**src/rtl/kf_pkg.sv**
```systemverilog
// Shared constants and state encoding for the Kalman-filter mat-vec operand sequencer.
package kf_pkg;

    localparam int unsigned KF_W        = 8;
    localparam int unsigned KF_N        = 3;
    localparam int unsigned KF_LD_COUNT = KF_N * KF_N + KF_N;

    typedef enum logic [1:0] {
        ST_LOAD   = 2'd0,
        ST_STREAM = 2'd1,
        ST_WAIT_R = 2'd2,
        ST_DONE   = 2'd3
    } kf_state_t;

endpackage

```
**src/rtl/kf_matvec_seq_if.sv**
```systemverilog
// Load stream, operand-pair stream, result return and y output of the mat-vec sequencer.
interface kf_matvec_seq_if #(
    parameter int unsigned W = kf_pkg::KF_W,
    parameter int unsigned N = kf_pkg::KF_N
);

    logic             ld_valid;
    logic             ld_ready;
    logic [W-1:0]     ld_data;
    logic [W-1:0]     pa;
    logic [W-1:0]     pb;
    logic             p_valid;
    logic             p_first;
    logic             p_last;
    logic             p_ready;
    logic             r_valid;
    logic [W-1:0]     r_data;
    logic [N*W-1:0]   y_data;
    logic             y_valid;
    logic             busy;

    // Environment side: supplies load words, accepts pairs, returns dot products.
    modport master (
        output ld_valid, ld_data, p_ready, r_valid, r_data,
        input  ld_ready, pa, pb, p_valid, p_first, p_last, y_data, y_valid, busy
    );

    // Sequencer side.
    modport slave (
        input  ld_valid, ld_data, p_ready, r_valid, r_data,
        output ld_ready, pa, pb, p_valid, p_first, p_last, y_data, y_valid, busy
    );

endinterface

```
**src/rtl/kf_opnd_regfile.sv**
```systemverilog
// Operand store: M row-major in words 0..N*N-1, v in words N*N..N*N+N-1.
module kf_opnd_regfile #(
    parameter int unsigned W  = kf_pkg::KF_W,
    parameter int unsigned N  = kf_pkg::KF_N,
    parameter int unsigned AW = $clog2(N * N + N),
    parameter int unsigned IW = (N > 1) ? $clog2(N) : 1
) (
    input  logic          clk,
    input  logic          we_i,
    input  logic [AW-1:0] waddr_i,
    input  logic [W-1:0]  wdata_i,
    input  logic [IW-1:0] row_i,
    input  logic [IW-1:0] col_i,
    output logic [W-1:0]  m_o,
    output logic [W-1:0]  v_o
);

    localparam int unsigned DEPTH = N * N + N;

    logic [W-1:0]  mem_q [DEPTH];
    logic [AW-1:0] m_addr;
    logic [AW-1:0] v_addr;

    // Storage is intentionally not reset; outputs are gated by the sequencer.
    always_ff @(posedge clk) begin
        if (we_i) begin
            mem_q[waddr_i] <= wdata_i;
        end
    end

    always_comb begin
        m_addr = AW'(row_i) * AW'(N) + AW'(col_i);
        v_addr = AW'(N * N) + AW'(col_i);
        m_o    = mem_q[m_addr];
        v_o    = mem_q[v_addr];
    end

endmodule

```
**src/rtl/kf_matvec_seq.sv**
```systemverilog
// Operand sequencer: loads M and v, streams (M[r][c], v[c]) pairs row by row, collects y = M*v.
module kf_matvec_seq
    import kf_pkg::*;
#(
    parameter int unsigned W = KF_W,
    parameter int unsigned N = KF_N
) (
    input  logic            clk,
    input  logic            reset,
    kf_matvec_seq_if.slave  bus
);

    localparam int unsigned LDC = N * N + N;
    localparam int unsigned AW  = $clog2(LDC);
    localparam int unsigned IW  = (N > 1) ? $clog2(N) : 1;

    kf_state_t       state_q, state_d;
    logic [AW-1:0]   ld_cnt_q, ld_cnt_d;
    logic [IW-1:0]   r_q, r_d;
    logic [IW-1:0]   c_q, c_d;
    logic [N*W-1:0]  y_q, y_d;
    logic            we;
    logic [W-1:0]    m_rd;
    logic [W-1:0]    v_rd;

    kf_opnd_regfile #(
        .W  (W),
        .N  (N),
        .AW (AW),
        .IW (IW)
    ) u_regfile (
        .clk     (clk),
        .we_i    (we),
        .waddr_i (ld_cnt_q),
        .wdata_i (bus.ld_data),
        .row_i   (r_q),
        .col_i   (c_q),
        .m_o     (m_rd),
        .v_o     (v_rd)
    );

    always_ff @(posedge clk) begin
        if (!reset) begin
            state_q  <= ST_LOAD;
            ld_cnt_q <= '0;
            r_q      <= '0;
            c_q      <= '0;
            y_q      <= '0;
        end else begin
            state_q  <= state_d;
            ld_cnt_q <= ld_cnt_d;
            r_q      <= r_d;
            c_q      <= c_d;
            y_q      <= y_d;
        end
    end

    always_comb begin
        state_d  = state_q;
        ld_cnt_d = ld_cnt_q;
        r_d      = r_q;
        c_d      = c_q;
        y_d      = y_q;
        we       = 1'b0;

        unique case (state_q)
            ST_LOAD: begin
                if (bus.ld_valid) begin
                    we = 1'b1;
                    if (ld_cnt_q == AW'(LDC - 1)) begin
                        ld_cnt_d = '0;
                        r_d      = '0;
                        c_d      = '0;
                        state_d  = ST_STREAM;
                    end else begin
                        ld_cnt_d = ld_cnt_q + 1'b1;
                    end
                end
            end
            ST_STREAM: begin
                if (bus.p_ready) begin
                    if (c_q == IW'(N - 1)) begin
                        c_d     = '0;
                        state_d = ST_WAIT_R;
                    end else begin
                        c_d = c_q + 1'b1;
                    end
                end
            end
            ST_WAIT_R: begin
                if (bus.r_valid) begin
                    y_d[r_q*W +: W] = bus.r_data;
                    if (r_q == IW'(N - 1)) begin
                        state_d = ST_DONE;
                    end else begin
                        r_d     = r_q + 1'b1;
                        state_d = ST_STREAM;
                    end
                end
            end
            ST_DONE: begin
                r_d     = '0;
                state_d = ST_LOAD;
            end
            default: state_d = ST_LOAD;
        endcase
    end

    // Pair outputs are forced to zero outside STREAM so the unreset store never leaks out.
    always_comb begin
        bus.ld_ready = (state_q == ST_LOAD);
        bus.p_valid  = (state_q == ST_STREAM);
        bus.pa       = bus.p_valid ? m_rd : '0;
        bus.pb       = bus.p_valid ? v_rd : '0;
        bus.p_first  = bus.p_valid && (c_q == '0);
        bus.p_last   = bus.p_valid && (c_q == IW'(N - 1));
        bus.y_valid  = (state_q == ST_DONE);
        bus.busy     = (state_q != ST_LOAD);
        bus.y_data   = y_q;
    end

endmodule

```
**src/flat_wrapper.sv**
```systemverilog
// flat-port wrapper written by rule: the top's interface ports become plain ports
module kf_matvec_seq_flat import kf_pkg::*;
#(
    parameter int unsigned W = KF_W,
    parameter int unsigned N = KF_N
)
  (clk, reset, bus_ld_valid, bus_ld_data, bus_p_ready, bus_r_valid, bus_r_data, bus_ld_ready, bus_pa, bus_pb, bus_p_valid, bus_p_first, bus_p_last, bus_y_data, bus_y_valid, bus_busy);
  kf_matvec_seq_if #(.W(W), .N(N)) bus_i ();
  input  logic clk;
  input  logic reset;
  input wire logic [$bits(bus_i.ld_valid)-1:0] bus_ld_valid;
  input wire logic [$bits(bus_i.ld_data)-1:0] bus_ld_data;
  input wire logic [$bits(bus_i.p_ready)-1:0] bus_p_ready;
  input wire logic [$bits(bus_i.r_valid)-1:0] bus_r_valid;
  input wire logic [$bits(bus_i.r_data)-1:0] bus_r_data;
  output wire logic [$bits(bus_i.ld_ready)-1:0] bus_ld_ready;
  output wire logic [$bits(bus_i.pa)-1:0] bus_pa;
  output wire logic [$bits(bus_i.pb)-1:0] bus_pb;
  output wire logic [$bits(bus_i.p_valid)-1:0] bus_p_valid;
  output wire logic [$bits(bus_i.p_first)-1:0] bus_p_first;
  output wire logic [$bits(bus_i.p_last)-1:0] bus_p_last;
  output wire logic [$bits(bus_i.y_data)-1:0] bus_y_data;
  output wire logic [$bits(bus_i.y_valid)-1:0] bus_y_valid;
  output wire logic [$bits(bus_i.busy)-1:0] bus_busy;
  assign bus_i.ld_valid = bus_ld_valid;
  assign bus_i.ld_data = bus_ld_data;
  assign bus_i.p_ready = bus_p_ready;
  assign bus_i.r_valid = bus_r_valid;
  assign bus_i.r_data = bus_r_data;
  assign bus_ld_ready = bus_i.ld_ready;
  assign bus_pa = bus_i.pa;
  assign bus_pb = bus_i.pb;
  assign bus_p_valid = bus_i.p_valid;
  assign bus_p_first = bus_i.p_first;
  assign bus_p_last = bus_i.p_last;
  assign bus_y_data = bus_i.y_data;
  assign bus_y_valid = bus_i.y_valid;
  assign bus_busy = bus_i.busy;
  kf_matvec_seq #(.W(W), .N(N)) u_core (.clk(clk), .reset(reset), .bus(bus_i));
endmodule
```
**config.mk**
```make
export PLATFORM = sky130hd
export DESIGN_NAME = kf_matvec_seq_flat
export DESIGN_NICKNAME = d
export VERILOG_FILES = /design/src/rtl/kf_pkg.sv /design/src/rtl/kf_matvec_seq_if.sv /design/src/rtl/kf_opnd_regfile.sv /design/src/rtl/kf_matvec_seq.sv /design/src/flat_wrapper.sv
export SDC_FILE = /design/constraint.sdc
export NUM_CORES = 1
export LEC_CHECK = 0
export ABC_AREA = 1
export BUFFER_PORTS_ARGS = -buffer_cell sky130_fd_sc_hd__buf_2
export CORE_MARGIN = 4
export CORE_UTILIZATION = 39
export CTS_BUF_LIST = sky130_fd_sc_hd__clkbuf_16
export CTS_CLUSTER_DIAMETER = 40
export DETAILED_ROUTE_END_ITERATION = 6
export PLACE_DENSITY = 0.54
export SETUP_SLACK_MARGIN = 0.3
export SYNTH_ARGS = -nofsm -noshare
export SYNTH_HDL_FRONTEND = slang
export SYNTH_SLANG_ARGS = --single-unit
```
**constraint.sdc**
```tcl
create_clock -name clk -period 3.66 [get_ports clk]
set_input_delay 0.366 -clock clk [delete_from_list [all_inputs] [get_ports clk]]
set_output_delay 0.366 -clock clk [all_outputs]
set_load 0.005 [all_outputs]
```
==> results of run 1 <==
[flip-flops by register name, summed over array words and instances, names as in the netlist]
register and count:
u_core.u_regfile.mem_q 96, u_core.bus.y_data 24, u_core.ld_cnt_q 4, u_core.c_q 2, u_core.r_q 2, u_core.state_q 2
[synth_stat cells (all sizes together)]
master | instances | area (um^2)
nand3 | 94 | 470
inv | 62 | 233
a21oi | 45 | 225
nand3b | 1 | 7.51
dfxtp | 34 | 681
buf | 25 | 148
o21ai | 28 | 140
nor3 | 15 | 86.3
nand4 | 7 | 43.8
nor2 | 79 | 320
fa | 2 | 40.0
ha | 14 | 175
nand2 | 158 | 603
edfxtp | 96 | 2880
clkbuf | 7 | 26.3
[layout make-up]
cell class	instances	area, um^2
clock buffers	22	551
flip-flops and latches	130	3570
well taps	211	264
inverters	62	240
multi-input cells	443	2110
fillers	1440	7970
clock inverters	10	71.3
repair buffers	85	477
[placed cells by master (no fill, tap or decap), types with 14 or more instances in the layout]
cell	n
o21ai_0	27
nor2_1	77
ha_1	14
dfxtp_1	32
nand3_1	94
nand2_1	156
buf_2	66
a21oi_1	45
buf_4	18
inv_1	58
clkbuf_16	22
nor3_1	14
edfxtp_1	96
[worst paths after layout]
kind,start,end,slack [ns]
worst max register to register,u_core.state_q[1]$_SDFFE_PN0P_,u_core.u_regfile.mem_q[7][4]$_DFFE_PP_,1.47
worst max-delay path,u_core.c_q[0]$_SDFFE_PN0P_,bus_pb[0],0.43
worst min register to register,u_core.bus.y_data[19]$_SDFFE_PN0P_,u_core.bus.y_data[19]$_SDFFE_PN0P_,0.46
worst min-delay path,reset,u_core.r_q[1]$_SDFFE_PN0P_,0.21
[metal layers]
layer	vias up	global-route usage, %	share of wire [%]
met5	-	0	0
li1	2373	-	-
met3	17	3.80	4.4
met4	0	6.87	2.0
met2	134	30.5	48
met1	2294	24.6	46
[worst max-delay path, delay by kind of cell, from the launching register on]
family,cells,cell delay [ns]
adders and majority gates,1,0.52
buffers and inverters,4,0.73
DFF,1,0.68
AOI/OAI and AO/OA,3,0.51
[power by group through the flow]
stage | sequential (W) | clock (W) | combinational (W)
finish | 0.00161 | 0.00172 | 0.0000865
global route | 0.00161 | 0.00182 | 0.0000984
CTS | 0.00161 | 0.00174 | 0.0000883
detailed placement | 0.00164 | 0 | 0.0000880
global placement | 0.00164 | 0 | 0.0000857
floorplan | 0.00164 | 0 | 0.0000382
[repair_timing]
action | in CTS | in global routing
endpoints found under the hold margin | 0 | 0
pin swaps | 1 | 0
setup buffers | 2 | 2
endpoints found under the setup margin | 8 | 8
gates resized for setup | 4 | 5
hold buffers | 0 | 0
[per-stage QoR]
step	power, W	instance area (um^2)	worst slack [ns]	hold WS (ns)
after CTS	0.00344	7260	0.321	0.210
after global placement	0.00172	6620	0.532	0.450
after floorplan	0.00167	6080	0.833	0.456
after global routing	0.00353	7290	0.313	0.229
after detailed placement	0.00172	6620	0.421	0.453
final	0.00341	7290	0.427	0.211
[cell families (layout without fill, tap and decap cells)]
| family | after synthesis | after routing | synth area share, % |
|---|---|---|---|
| fa+ha+maj | 16 | 16 | 3.54 |
| compound gates | 73 | 73 | 6.01 |
| buf+inv | 94 | 179 | 6.69 |
| flops | 130 | 130 | 58.6 |
| simple gates | 354 | 354 | 25.2 |
==> impl_results.md, run 1 <==
* Starting Density at 39.9%
* Status: complete, no violations
* Htree depth at 4
* Post-layout util at 47.7%
* Area Overhead vs Synth at 19.8%
* # IOs at 67
* Leakage at around 3 nW
* Full die area at roughly 18000 um^2
* Fin Setup TNS at 0 ns
* Sw frac at between 10% and 20%
* Clock tree buffer depth at 2
* Highest clock rate at a little over 300 MHz
* Pre-antenna DRT Iters at 5
* Final wirelength at 16.0 mm
* Largest net degree at the start of global routing at ~50
* Initial antenna violation count at 0
* Total CTS buffers at 17
* Inserted Diodes at 0
* Final Max Slew Viols at 0
* RSZ-0062 raised after global routing: false
* Setup violators final at 0
* CTS root buffer: clkbuf_16
* Total number of yosys warnings at 0
* PortBufs at 66
* Delay of the slowest cell on the worst path at slightly below 0.7 ns
* Synth Instances at between 600 and 700
* Kind of critical path: reg2out
* Clk sinks at between 100 and 150
* Crit path cell chain: inv_1, buf_4, ha_1, inv_1, a21oi_1, o21ai_0, a21oi_1, buf_2
* Placed cell count at ~930
* Post-synthesis cell type count at 26
* Worst rel slew slack at a little over a third
* CTS tree: done
* Worst slew pin tran at 0.950 ns
* Logic pwr share at 2.5%
* Die X-Extent at around 130 um
* Tmin final at approximately 3.2 ns
* Residual DRC at 0
* Req. time, crit path at between 3 and 4 ns
* Register bit count reported by yosys at 130
* GRT Overall Usage at a little under a fifth
* Min-Delay Path Depth at 3
* Sequential-to-total area share from yosys stat at 58.6%
* Die height at around 130 um
* Reg2Reg Depth at 5
* Syn_nets at 704
* Crit Path Max Fanout at 26
* Power share of the clock group at 50.4%
* Clock slew at reported path FFs at 0.05 ns
* GP Congestion at 0.885
* Flop pwr share at 47.0%
* DR vias at 4818
* HPWL after detailed placement at around 11 mm
* Vias in the first global route at ~4700
* Crit path DAT at between 2 and 3 ns
* Setup crit end kind: output port
* Nets at between 700 and 800
* Antenna viol nets, final at 0
* Post-Syn Area at 6080 um^2
* DR iter-0 viols at 399
* Cell Count, Final, Fillers Out at approximately 960
* Pint at roughly 0.0027 W
* Fin crit share at between 80 and 90%
* Routed vias/inst at about 5
* Max Cap Viol at 0
* Worst Hold Class: in2reg
* Clock Latency Late Sink at around 0.41 ns
* Syn Area/Cell at 9.12 um^2
* Final hold vios at 0
* Crit path launch type: flip-flop
* DR WL/cell at approximately 17 um
* Share of cells above drive strength 1 at between 10% and 20%
* Aggregate global routing overflow at 0
* Core box area at 15300 um^2
* Switching power at 0.000670 W
* Clock Skew at 0.00681 ns
* Power Density at ~470 nW/um^2
* Slowest CP cell: dfxtp_1
* Cell Rows at 45
* Maximum VDD drop at 0.349 mV
* First-pass GRT wire length at between 20 and 30 mm
No activity file was read; power rests on OpenSTA's default activity.
==> run 2: changes to the inputs <==
BUFFER_PORTS_ARGS = unset   (was -buffer_cell sky130_fd_sc_hd__buf_2)
DONT_BUFFER_PORTS = 1   (was unset)
PLACE_DENSITY = 0.5   (was 0.54)
==> run 2 against run 1 <==
Sequential power is essentially flat. Final cell count is 6.7% lower. Clock-buffer cell count shrank 5. Wire length is 0.90% lower. Flip-flop and latch count is the same. Combinational power shrank 38%. First-iteration DRC count increased by 1.8%. Power decreased by 3.1%. Hold slack worse by 0.16 ns. Register-to-register slack worse by 0.08 ns. Critical path type unchanged. Largest cell class unchanged. Highest routed layer unchanged.
==> impl_results.md, run 2 (same netlist as run 1, synthesis figures left out) <==
* Highest clock rate at 311 MHz (+0.60%)
* Share of cells above drive strength 1 at 8.88% (-7.9 points)
* Vias in the first global route at 4497 (-4.3%)
* Starting Density at 39.9% (unchanged)
* Setup violators final at 0 (unchanged)
* Fin Setup TNS at 0 ns (unchanged)
* Core box area at 15300 um^2 (unchanged)
* Die X-Extent at 133 um (unchanged)
* Clock Latency Late Sink at 0.41 ns (about the same)
* PortBufs at 0 (-100%)
* Cell Rows at 45 (unchanged)
* Leading cell type in the layout, fill and taps excluded: nand2_1
* Register Area at 3570 um^2 (unchanged)
* Kind of critical path: reg2out
* RSZ-0062 raised after global routing: false
* Total CTS buffers at 17 (unchanged)
* Slowest CP cell: fa_2
* Multi-input logic area at 2120 um^2 (+0.24%)
* Initial antenna violation count at 0 (unchanged)
* Maximum VDD drop at 0.326 mV (-6.6%)
* Routed vias/inst at 5.15 (+3.0%)
* Cell Count, Final, Fillers Out at 898 (-6.7%)
* Worst Hold Class: in2reg
* Nets at 712 (-8.2%)
* Final wirelength at 15.8 mm (-0.90%)
* Crit path launch type: flip-flop
* Power Density at 476 nW/um^2 (+1.6%)
* R2R setup slack at 1.39 ns (-0.08 ns)
* Hold buffer count at cts at 0 (unchanged)
* Final hold vios at 0 (unchanged)
* Antenna viol nets, final at 0 (unchanged)
* HPWL after detailed placement at 10.7 mm (-2.2%)
* First-pass GRT wire length at 24.6 mm (-3.5%)
* Fillers at 1449 (+0.63%)
* Worst slew pin tran at 0.969 ns (+0.0195 ns)
* CP top delay family: adder cells
* Residual DRC at 0 (unchanged)
* Aggregate global routing overflow at 0 (unchanged)
* Tot Pwr at 0.00331 W (-3.1%)
* Largest net degree at the start of global routing at 49 (unchanged)
* DR WL/cell at 17.6 um (+6.3%)
* Placed cell count at 859 (-7.3%)
* Clk sinks at 130 (unchanged)
* DR iter-0 viols at 406 (+1.8%)
* Leakage at 2.64 nW (-11%)
* Biggest register: u_core.u_regfile.mem_q
* Clock Skew at 0.00751 ns (+0.000705 ns)
* Status: complete, no violations
* Fin crit share at 87.8% (-0.52 points)
* Final Max Slew Viols at 0 (unchanged)
* Die height at 133 um (unchanged)
* Crit path DAT at 2.85 ns (-0.02 ns)
* # IOs at 67 (unchanged)
* Pre-antenna DRT Iters at 5 (unchanged)
* Area Overhead vs Synth at 14.3%
* GP Congestion at 0.868 (-2.0%)
* Clock tree buffer depth at 2 (unchanged)
* Inserted Diodes at 0 (unchanged)
* Post-DP Area at 6290 um^2 (-5.0%)
* Setup crit end kind: output port
* WP buf/inv at 4 (unchanged)
* Max Cap Viol at 0 (unchanged)
* Clock slew at reported path FFs at 0.06 ns (about the same)
* Crit Path Max Fanout at 8 (-69%)
* Most frequent cells in the layout: nand2_1 (156), edfxtp_1 (96), nand3_1 (94), nor2_1 (77), inv_1 (59)
* Full die area at 17700 um^2 (unchanged)
* GRT Overall Usage at 18.0% (-0.66 points)
* CTS tree: done
* Final instance area at 6950 um^2 (-4.6%)
* Tmin final at 3.21 ns (-0.0191 ns)
* Worst rel slew slack at 35.1% (-1.5 points)
* Max FFs per register at 96 (unchanged)
* Req. time, crit path at 3.29 ns (about the same)
* Htree depth at 4 (unchanged)
* CTS root buffer: clkbuf_16
* DR vias at 4626 (-4.0%)
* Crit path cell chain: clkinvlp_4, fa_1, inv_1, ha_1, fa_2, buf_12, nand3_1, nand3_1, nand2_1, inv_1
* Delay of the slowest cell on the worst path at 0.61 ns (-0.07 ns)
[run 2: worst paths after layout]
check / startpoint / end / cells after the start
worst min-delay path: bus_ld_data[2] / u_core.u_regfile.mem_q[4][2]$_DFFE_PP_ / 0
worst max register to register: u_core.state_q[1]$_SDFFE_PN0P_ / u_core.u_regfile.mem_q[7][7]$_DFFE_PP_ / 5
worst min register to register: u_core.bus.y_data[13]$_SDFFE_PN0P_ / u_core.bus.y_data[13]$_SDFFE_PN0P_ / 2
worst max-delay path: u_core.r_q[0]$_SDFFE_PN0P_ / bus_pa[4] / 10
[run 2: worst register-to-register path, stage by stage, from the launching register on]
cell	delay, ns
dfxtp_1	0.42
nor2_4	0.19
nand2_1	0.35
inv_1	0.23
nand2_1	0.09
nor2_1	0.62
[run 2: what timing repair did]
item / CTS / global route
pin swaps: 1 / 1
endpoints found under the setup margin: 8 / 8
gates resized for setup: 2 / 5
hold endpoints to repair: 0 / 0
setup buffers: 1 / 7
cloned: 0 / 0
[run 2: layer usage]
layer | vias to the layer above | share of wire, % | track usage (%)
met3 | 19 | 5.6 | 4.68
li1 | 2248 | - | -
met1 | 2226 | 47 | 24.3
met2 | 133 | 46 | 28.2
met5 | - | 0 | 0
met4 | 0 | 1.9 | 6.29
[run 2: power by group]
part	leakage (nW)	switching (W)	internal (W)
clock	0.287	0.000598	0.00105
sequential	1.14	0.00000586	0.00160
combinational	1.21	0.0000389	0.0000146
total	2.64	0.000643	0.00267
[run 2: cell type report]
class,count,share of cell area (%)
clock inverters,14,2.14
inverters,62,3.46
well taps,211,3.80
repair buffers,21,2.63
multi-input cells,443,30.5
flip-flops and latches,130,51.4
clock buffers,17,6.12
[run 2: per-stage QoR]
step | setup WS, ns | util [%] | hold slack [ns]
final | 0.446 | 45.5 | 0.0486
after global routing | 0.305 | 45.5 | 0.0289
after CTS | 0.367 | 45.1 | 0.0341
after detailed placement | 0.462 | 41.2 | 0.466
after global placement | 0.604 | 41.2 | 0.466
after floorplan | 0.833 | - | 0.456
==> run 3: changes to the inputs <==
CORE_ASPECT_RATIO = 0.8   (was unset)
SETUP_SLACK_MARGIN = unset   (was 0.3)
==> run 3 against run 2 <==
Die area about the same. Power shrank 3.4%. Hold slack got worse by 0.0020 ns. Largest power group is now registers.
==> impl_results.md, run 3 (same netlist as run 1, synthesis figures left out) <==
* Status: complete, no violations
* Final instance area at 6830 um^2 (-1.7%)
* DR iter-0 viols at 442 (+8.9%)
* Starting Density at 40.1% (+0.25 points)
* Cell Rows at 40 (-11%)
* Clk sinks at 130 (unchanged)
* Biggest register: u_core.u_regfile.mem_q
* Maximum VDD drop at 0.297 mV (-9.0%)
* Final hold vios at 0 (unchanged)
* CTS tree: done
* Residual DRC at 0 (unchanged)
* Number of post-CTS setup repair buffers at 0 (-1)
* Area Overhead vs Synth at 12.3%
* Tmin final at 3.40 ns (+0.182 ns)
* DR WL/cell at 18.3 um (+4.0%)
* Worst Hold Class: in2reg
* Max FFs per register at 96 (unchanged)
* Crit path launch type: flip-flop
* Final Max Slew Viols at 0 (unchanged)
* Clock Skew at 0.00666 ns (-0.000857 ns)
* Aggregate global routing overflow at 0 (unchanged)
* Req. time, crit path at 3.29 ns (about the same)
* Nets at 706 (-0.84%)
* Share of cells above drive strength 1 at 8.06% (-0.81 points)
* Leakage at 2.61 nW (-1.4%)
* Reg2Reg Depth at 5 (unchanged)
* Largest net degree at the start of global routing at 49 (unchanged)
* First-pass GRT wire length at 25.6 mm (+4.1%)
* Kind of critical path: reg2out
* Full die area at 17700 um^2 (about the same)
* Initial antenna violation count at 0 (unchanged)
* Slack of the critical path at 0.264 ns (-0.182 ns)
* Clock tree buffer depth at 2 (unchanged)
* Die X-Extent at 148 um (+11%)
* Antenna viol nets, final at 0 (unchanged)
* Most frequent cells in the layout: nand2_1 (156), edfxtp_1 (96), nand3_1 (94), nor2_1 (77), inv_1 (61)
* Post-DP Area at 6290 um^2 (about the same)
* DR vias at 4584 (-0.91%)
* Pre-antenna DRT Iters at 5 (unchanged)
* Register Area at 3560 um^2 (-0.14%)
* Fin crit share at 92.8% (+5.0 points)
* Post-Place Setup Slack at 0.524 ns (+0.0623 ns)
* Power Density at 468 nW/um^2 (-1.7%)
* Final wirelength at 16.3 mm (+3.3%)
* HPWL after detailed placement at 11.3 mm (+5.6%)
* Setup crit end kind: output port
* Post-layout util at 45.0% (-0.51 points)
* Htree depth at 4 (unchanged)
* Die height at 120 um (-9.9%)
* Worst slew pin tran at 0.954 ns (-0.0155 ns)
* Worst rel slew slack at 36.3% (+1.2 points)
* Clock slew at reported path FFs at 0.06 ns (about the same)
* Setup violators final at 0 (unchanged)
* PortBufs at 0 (unchanged)
* Clock Latency Late Sink at 0.41 ns (about the same)
* Inserted Diodes at 0 (unchanged)
* Core box area at 15200 um^2 (-0.62%)
* Max Cap Viol at 0 (unchanged)
* GRT Overall Usage at 19.1% (+1.1 points)
* Crit Path Max Fanout at 9 (+1)
* Highest clock rate at 294 MHz (-5.4%)
* RSZ-0062 raised after global routing: false
* Routed vias/inst at 5.14 (-0.24%)
* Crit path DAT at 3.03 ns (+0.18 ns)
* Vias in the first global route at 4428 (-1.5%)
* Min-Delay Path Depth at 0 (unchanged)
* Multi-input logic area at 2120 um^2 (unchanged)
* GP Congestion at 0.865 (-0.36%)
* Total CTS buffers at 17 (unchanged)
* CTS root buffer: clkbuf_16
* Fillers at 1434 (-1.0%)
* Fin Setup TNS at 0 ns (unchanged)
* # IOs at 67 (unchanged)
* Leading cell type in the layout, fill and taps excluded: nand2_1
-- run 3: cell count changes in the layout (fill, tap and decap cells not counted), moves of 3 or more --
cell / change
clkinvlp_4: -3
clkinv_1: -3
inv_4: +3
buf_4: -4
inv_2: +3
bufinv_16: -3
-- run 3: path summary, 6_finish.rpt --
kind | startpoint | to | slack, ns
setup / recovery | u_core.r_q[0]$_SDFFE_PN0P_ | bus_pa[7] | 0.26
hold / removal | bus_ld_data[6] | u_core.u_regfile.mem_q[1][6]$_DFFE_PP_ | 0.05
setup reg to reg | u_core.state_q[1]$_SDFFE_PN0P_ | u_core.u_regfile.mem_q[7][2]$_DFFE_PP_ | 1.40
hold reg to reg | u_core.bus.y_data[18]$_SDFFE_PN0P_ | u_core.bus.y_data[18]$_SDFFE_PN0P_ | 0.48
-- run 3: what timing repair did --
action	4_1_cts	5_1_grt
hold buffers	0	0
endpoints found under the setup margin	0	8
resized for setup	0	2
-- run 3: cell type report --
class | count | share of cell area (%)
multi-input cells | 443 | 31.0
clock buffers | 19 | 6.96
repair buffers | 15 | 1.65
flip-flops and latches | 130 | 52.2
clock inverters | 13 | 0.916
inverters | 62 | 3.41
well taps | 210 | 3.85
-- run 3: where the power goes --
part           leakage, nW  switching, W  internal, W  total (W)
clock network        0.290      0.000606     0.000928    0.00153
registers             1.14    0.00000592      0.00160    0.00161
logic                 1.17     0.0000407    0.0000157  0.0000564
-- run 3: layer usage --
metal	part of all wire [%]	up-vias	GRT usage, %
li1	-	2240	-
met1	45	2161	26.4
met2	44	167	29.0
met3	8.9	16	6.04
met4	1.3	0	5.65
met5	0	-	0
-- run 3: through the flow --
step / hold slack (ns) / total power (W) / std cells
after floorplan: 0.456 / 0.00167 / 667
after global placement: 0.466 / 0.00169 / 860
after detailed placement: 0.466 / 0.00169 / 860
after CTS: 0.0348 / 0.00322 / 892
after global routing: 0.0256 / 0.00331 / 892
final: 0.0466 / 0.00320 / 892
-- run 3: critical path, cell delays in order (launching register included) --
cell	delay [ns]
dfxtp_1	0.48
inv_2	0.15
fa_1	0.52
inv_1	0.05
ha_1	0.20
fa_2	0.65
inv_1	0.17
nand3_1	0.12
nand3_1	0.13
nand2_1	0.10
inv_1	0.05
